==> src/rtl/branch_pkg.sv <==
// Shared branch opcodes, predictor reset value and 2-bit counter helpers.
package branch_pkg;

    localparam logic [5:0] OpBeq  = 6'd18;
    localparam logic [5:0] OpBne  = 6'd19;
    localparam logic [5:0] OpBgtz = 6'd20;
    localparam logic [5:0] OpBlez = 6'd21;
    localparam logic [5:0] OpBltz = 6'd22;
    localparam logic [5:0] OpJ    = 6'd23;
    localparam logic [5:0] OpJr   = 6'd24;
    localparam logic [5:0] OpJal  = 6'd25;
    localparam logic [5:0] OpBgez = 6'd26;

    // Weakly not taken.
    localparam logic [1:0] BhtCntReset = 2'b01;

    // Only conditional branches train the predictor.
    function automatic logic is_cond_op(input logic [5:0] op);
        return (op == OpBeq) || (op == OpBne) || (op == OpBgtz) ||
               (op == OpBlez) || (op == OpBltz) || (op == OpBgez);
    endfunction

    function automatic logic [1:0] sat_step(input logic [1:0] cnt, input logic taken);
        if (taken) begin
            return (cnt == 2'b11) ? cnt : cnt + 2'b01;
        end
        return (cnt == 2'b00) ? cnt : cnt - 2'b01;
    endfunction

endpackage

==> src/rtl/bht_table.sv <==
// Branch history table: 2-bit saturating counters, one combinational read
// port and one saturating-update write port, so reads see pre-update values.
module bht_table
    import branch_pkg::*;
#(
    parameter int unsigned Depth = 16,
    localparam int unsigned IdxW = $clog2(Depth)
) (
    input  logic            clk,
    input  logic            rst_n,
    input  logic [IdxW-1:0] rd_idx,
    output logic [1:0]      rd_cnt,
    input  logic            wr_en,
    input  logic [IdxW-1:0] wr_idx,
    input  logic            wr_taken
);

    logic [1:0] cnt_q [Depth];

    always_ff @(posedge clk) begin
        if (!rst_n) begin
            for (int i = 0; i < int'(Depth); i++) begin
                cnt_q[i] <= BhtCntReset;
            end
        end else if (wr_en) begin
            cnt_q[wr_idx] <= sat_step(cnt_q[wr_idx], wr_taken);
        end
    end

    assign rd_cnt = cnt_q[rd_idx];

endmodule

==> src/rtl/branch_resolve_unit.sv <==
// Resolves branch direction from signed operand compares, trains a bimodal
// predictor, and counts mispredictions.
module branch_resolve_unit
    import branch_pkg::*;
#(
    parameter int unsigned DATA_W    = 32,
    parameter int unsigned BHT_DEPTH = 16,
    parameter int unsigned CNT_W     = 16
) (
    input  logic              Clk,
    input  logic              Reset,
    input  logic              PredValid,
    input  logic [31:0]       PredPC,
    output logic              PredTaken,
    input  logic              ResValid,
    input  logic [31:0]       ResPC,
    input  logic [DATA_W-1:0] A,
    input  logic [DATA_W-1:0] B,
    input  logic [5:0]        BranchControl,
    input  logic              ResPredicted,
    input  logic              Stall,
    output logic              OutValid,
    output logic              OutTaken,
    output logic              Mispredict,
    output logic [CNT_W-1:0]  MispredictCount
);

    localparam int unsigned IdxW = $clog2(BHT_DEPTH);

    logic [IdxW-1:0] pred_idx;
    logic [IdxW-1:0] res_idx;
    logic [1:0]      pred_cnt;
    logic            res_taken;
    logic            bht_wr_en;
    logic            a_neg;
    logic            a_zero;
    logic            unused_pc;

    assign pred_idx  = PredPC[IdxW+1:2];
    assign res_idx   = ResPC[IdxW+1:2];
    assign unused_pc = ^{PredPC[31:IdxW+2], PredPC[1:0], ResPC[31:IdxW+2], ResPC[1:0]};

    assign a_neg  = A[DATA_W-1];
    assign a_zero = (A == '0);

    always_comb begin
        res_taken = 1'b0;
        case (BranchControl)
            OpBeq:             res_taken = (A == B);
            OpBne:             res_taken = (A != B);
            OpBgtz:            res_taken = !a_neg && !a_zero;
            OpBlez:            res_taken = a_neg || a_zero;
            OpBltz:            res_taken = a_neg;
            OpBgez:            res_taken = !a_neg;
            OpJ, OpJr, OpJal:  res_taken = 1'b1;
            default:           res_taken = 1'b0;
        endcase
    end

    assign bht_wr_en = ResValid && !Stall && is_cond_op(BranchControl);

    bht_table #(
        .Depth (BHT_DEPTH)
    ) u_bht (
        .clk      (Clk),
        .rst_n    (Reset),
        .rd_idx   (pred_idx),
        .rd_cnt   (pred_cnt),
        .wr_en    (bht_wr_en),
        .wr_idx   (res_idx),
        .wr_taken (res_taken)
    );

    always_ff @(posedge Clk) begin
        if (!Reset) begin
            PredTaken       <= 1'b0;
            OutValid        <= 1'b0;
            OutTaken        <= 1'b0;
            Mispredict      <= 1'b0;
            MispredictCount <= '0;
        end else if (!Stall) begin
            if (PredValid) begin
                PredTaken <= pred_cnt[1];
            end
            OutValid   <= ResValid;
            OutTaken   <= ResValid && res_taken;
            Mispredict <= ResValid && (res_taken != ResPredicted);
            // Counts the mispredict currently on the output, once it retires.
            if (Mispredict && (MispredictCount != {CNT_W{1'b1}})) begin
                MispredictCount <= MispredictCount + CNT_W'(1);
            end
        end
    end

endmodule

==> config.mk <==
export PLATFORM = sky130hd
export DESIGN_NAME = branch_resolve_unit
export DESIGN_NICKNAME = d
export VERILOG_FILES = /design/src/rtl/branch_pkg.sv /design/src/rtl/bht_table.sv /design/src/rtl/branch_resolve_unit.sv
export SDC_FILE = /design/constraint.sdc
export NUM_CORES = 1
export LEC_CHECK = 0
export CORE_MARGIN = 2
export CORE_UTILIZATION = 32
export CTS_CLUSTER_SIZE = 20
export DETAILED_ROUTE_END_ITERATION = 10
export MAX_ROUTING_LAYER = met4
export PLACE_DENSITY = 0.74
export SLEW_MARGIN = 5
export SYNTH_ARGS = -nofsm -noshare
export SYNTH_HDL_FRONTEND = slang
export SYNTH_SLANG_ARGS = --single-unit
==> constraint.sdc <==
create_clock -name Clk -period 7.55 [get_ports Clk]
set_input_delay 1.1325 -clock Clk [delete_from_list [all_inputs] [get_ports Clk]]
set_output_delay 1.1325 -clock Clk [all_outputs]
set_load 0.05 [all_outputs]
==> results_dict.tcl <==
set metrics [dict create \
    yosysTopAreaCellShare_pct 29.37 \
    r2r_startpoint "u_bht.cnt_q[13][1]" \
    clkLatencyLatePin_ps 310 \
    drt-initial-drc-count 230 \
    cts_max_level 2 \
    max_cap_violations 0 \
    grt_pass1_wl_um 13930 \
    cts.path.max_buffers 2 \
    grt_setup_unrepaired "false" \
    num_cts_buffers 5 \
    fin_crit_sh_pct 56.95 \
    cts_tree "built" \
    grt_use_total_pct 16.32 \
    cpMaxStageDelayCell "sky130_fd_sc_hd__clkdlybuf4s50_1" \
    vias_per_cell 4.963 \
    synth.yosys.warnings 0 \
    dominant_combinational_cell_family_by_area_after_synthesis "simple AND/OR/NAND/NOR gates" \
    synthTopCellsByArea "sky130_fd_sc_hd__edfxtp_1, sky130_fd_sc_hd__dfxtp_1, sky130_fd_sc_hd__xnor2_1" \
    clock-root-buffer "sky130_fd_sc_hd__clkbuf_8" \
    critPathKind "in -> reg" \
    netlist.top_cell.by_area "sky130_fd_sc_hd__edfxtp_1" \
    drt_drc_violations_left 0 \
    totalWireLength_um 8523 \
    die_w_um 105.1 \
    power.static_leakage_uw 0.001443 \
    floorplan.initialDensity_pct 33.17 \
    max_slew.worst_pin.slew_ps 1234 \
    worst_path_dominant_cell_family "multiplexers" \
    worst_slew_margin_relative_to_its_limit_pct 17.72 \
    area_growth_pct 37.78 \
    n_antenna_cell 0 \
    drive_above_1_share_pct 6.538 \
    ys_async_sr_fraction_pct 0 \
    die-height_um 105.1 \
    cp-start-kind "input port" \
    finalSetupTns_ps 0 \
    place.port_buffers 103 \
    grt_antenna_before_repair 0 \
    tritoncts_num_sinks 52 \
    synthesis.instances 312 \
    synth_edf_count 32 \
    cts_resized 0 \
    clkTransAtPathRegs_ps 90 \
    first_element_of_the_critical_path "ResPC[2]" \
    power_density_mw_per_mm2 133.3 \
    hold_violations 0 \
    hold_path.class "reg -> reg" \
    final_cell_area_mm2 0.004508 \
    cell_count_of_the_worst_hold_path 2 \
    maxClockFrequency_mhz 232.6 \
    place_congestion 0.8405 \
    total_stage_count_of_the_critical_path 6 \
    dpl_cell_area_mm2 0.004408 \
    synth_fa_ha_area_share_pct 0.3824 \
    dp.final_hpwl_um 6792 \
    finalCriticalPeriod_ps 4300 \
    drt.antenna.violating_nets 0 \
    drt_pass1_iterations 4 \
    synth_compound_gate_area_share_pct 7.495 \
    synth_cell_types 45 \
    timing.critical_path.fanout_max 16 \
    synthSimpleGateAreaFrac_pct 23.98 \
    reg2reg_depth 5 \
    status "completed" \
    num-fill-cells 888 \
    vias_after_detailed_routing 2710 \
    nets 553 \
    pin_count 160 \
    ys_seq_area_share_pct 41.61 \
    yosys-mux-area-fraction_pct 11.59 \
    row_count 36 \
    worst-r2r-setup-slack_ps 4750 \
    grt_overflow 0 \
    design.die.area_mm2 0.01105 \
    crit_chain "clkdlybuf4s50_1 > mux4_1 > mux4_2 > nor2b_4 > o41ai_4 > nand3_1" \
    fin_worst_hold_slack_ps 506.6 \
    category_of_the_worst_setup_path_capture_point "flop" \
    postSynth.topFlopCell "sky130_fd_sc_hd__edfxtp_1" \
    post_cts.repair.setup_buffers 0 \
    synth-seq-cells 52 \
    largest_net_degree_at_the_start_of_global_routing 38 \
    crit_arrival_ps 4310 \
    hold_buffers 0 \
    setup_viol_count_final 0 \
    number_of_global_route_vias_before_repair 2840 \
    placeableCoreArea_mm2 0.009864 \
    critical_path_buf_inv_count 1 \
    cp_data_required_time_ps 7570 \
    slew_violations 0 \
    worst_hold_startpoint "OutTaken" \
    mappedNetlistNets 453 \
    power.ir.vdd_worst_uv 62.73 \
    clock-skew-final_ps 6.841 \
    cpPeakStageDelay_ps 930 \
    syn-cell-area_mm2 0.003272 \
    routed_length_per_instance_um 15.61 \
    synth_area_per_cell_um2 10.49 \
    synth_xor_xnor_area_share_pct 12.05 \
]
[per-layer routing]
layer | wire length, um | track usage (%)
met2 | 4460 | 28.71
met1 | 3607 | 19.11
met3 | 380 | 2.745
met4 | 74 | 4.857
met5 | 0 | -
[registers in the layout, indices dropped and copies added (netlist names)]
name and flops:
Mispredict 1, MispredictCount 16, OutTaken 1, OutValid 1, PredTaken 1, u_bht.cnt_q 32
[path summary, 6_finish.rpt]
kind                            end
setup reg to reg  u_bht.cnt_q[5][0]
hold / removal             OutTaken
setup / recovery  u_bht.cnt_q[5][0]
hold reg to reg            OutTaken
[final cells by class]
class	count	area, um2	area share (%)
Multi-Input combinational cell	242	1815	40.27
Sequential cell	52	1361	30.20
Timing Repair Buffer	104	1039	23.04
Tap cell	133	166.4	3.691
Clock buffer	8	100.1	2.220
Inverter	7	26.28	0.5828
[kinds of logic (layout without fill, tap and decap cells)]
family / Yosys count / in the layout
XOR/XNOR: 45 / 45
AO/OA/AOI/OAI: 36 / 36
multiplexers: 18 / 18
AND/OR/NAND/NOR: 142 / 142
adder cells (fa/ha/maj): 1 / 1
buffers and inverters: 18 / 119
flip-flops: 52 / 52
[report_power, final]
| group | internal (uW) | switching [uW] |
|---|---|---|
| combinational | 69.5 | 52.4 |
| sequential | 305 | 2.82 |
| clock | 83.8 | 87.0 |
| total | 458 | 142 |
[worst min-delay path, delay by kind of cell (launching register included)]
| kind | cells | cell delay, ps |
|---|---|---|
| flops | 1 | 340 |
| simple gates | 1 | 70 |
| compound gates | 1 | 60 |
[synth_stat cells (4+ instances only)]
library cell	instances
sky130_fd_sc_hd__xnor2_1	39
sky130_fd_sc_hd__nand2_1	35
sky130_fd_sc_hd__edfxtp_1	32
sky130_fd_sc_hd__nand3_1	21
sky130_fd_sc_hd__dfxtp_1	20
sky130_fd_sc_hd__a21oi_1	19
sky130_fd_sc_hd__and2_1	12
sky130_fd_sc_hd__mux4_2	12
sky130_fd_sc_hd__nand2b_1	12
sky130_fd_sc_hd__nand4_1	12
sky130_fd_sc_hd__nor4_1	12
sky130_fd_sc_hd__clkbuf_1	7
sky130_fd_sc_hd__inv_1	7
sky130_fd_sc_hd__nor2b_1	7
sky130_fd_sc_hd__nor2_1	6
sky130_fd_sc_hd__xor2_1	6
sky130_fd_sc_hd__nor3_1	5
sky130_fd_sc_hd__and4_1	4
sky130_fd_sc_hd__o21ai_0	4
[cells in the final DEF, fill, tap and decap left out, types with 3 or more instances in the layout]
master,synthesis,routed
sky130_fd_sc_hd__and2_1,12,12
sky130_fd_sc_hd__mux4_1,3,3
sky130_fd_sc_hd__nor3b_1,3,3
sky130_fd_sc_hd__edfxtp_1,32,32
sky130_fd_sc_hd__nand2b_1,12,12
sky130_fd_sc_hd__a21oi_1,19,19
sky130_fd_sc_hd__xnor2_1,39,39
sky130_fd_sc_hd__and4_1,4,4
sky130_fd_sc_hd__clkdlybuf4s50_1,0,103
sky130_fd_sc_hd__clkbuf_8,0,7
sky130_fd_sc_hd__xor2_1,6,6
sky130_fd_sc_hd__mux4_2,12,12
sky130_fd_sc_hd__nor4_1,12,12
sky130_fd_sc_hd__mux2i_1,3,3
sky130_fd_sc_hd__nor2_1,6,6
sky130_fd_sc_hd__dfxtp_1,20,20
sky130_fd_sc_hd__nand4_1,12,12
sky130_fd_sc_hd__nor2b_1,7,7
sky130_fd_sc_hd__o21ai_0,4,4
sky130_fd_sc_hd__or3_1,3,3
sky130_fd_sc_hd__nor3_1,5,5
sky130_fd_sc_hd__inv_1,7,7
sky130_fd_sc_hd__nand3_1,21,21
sky130_fd_sc_hd__nand2_1,35,35
[through the flow]
stage          util (%)  setup slack, ps  std cells  total power (uW)
2_1_floorplan         -             4036        312             371.3
3_3_place_gp      44.69             2903        538             433.9
3_5_place_dp      44.69             2870        538             436.0
4_1_cts           45.70             3203        546             605.2
5_1_grt           45.70             2939        546             626.8
6_report          45.70             3250        546             600.8
(Power assumes the default switching activity.)
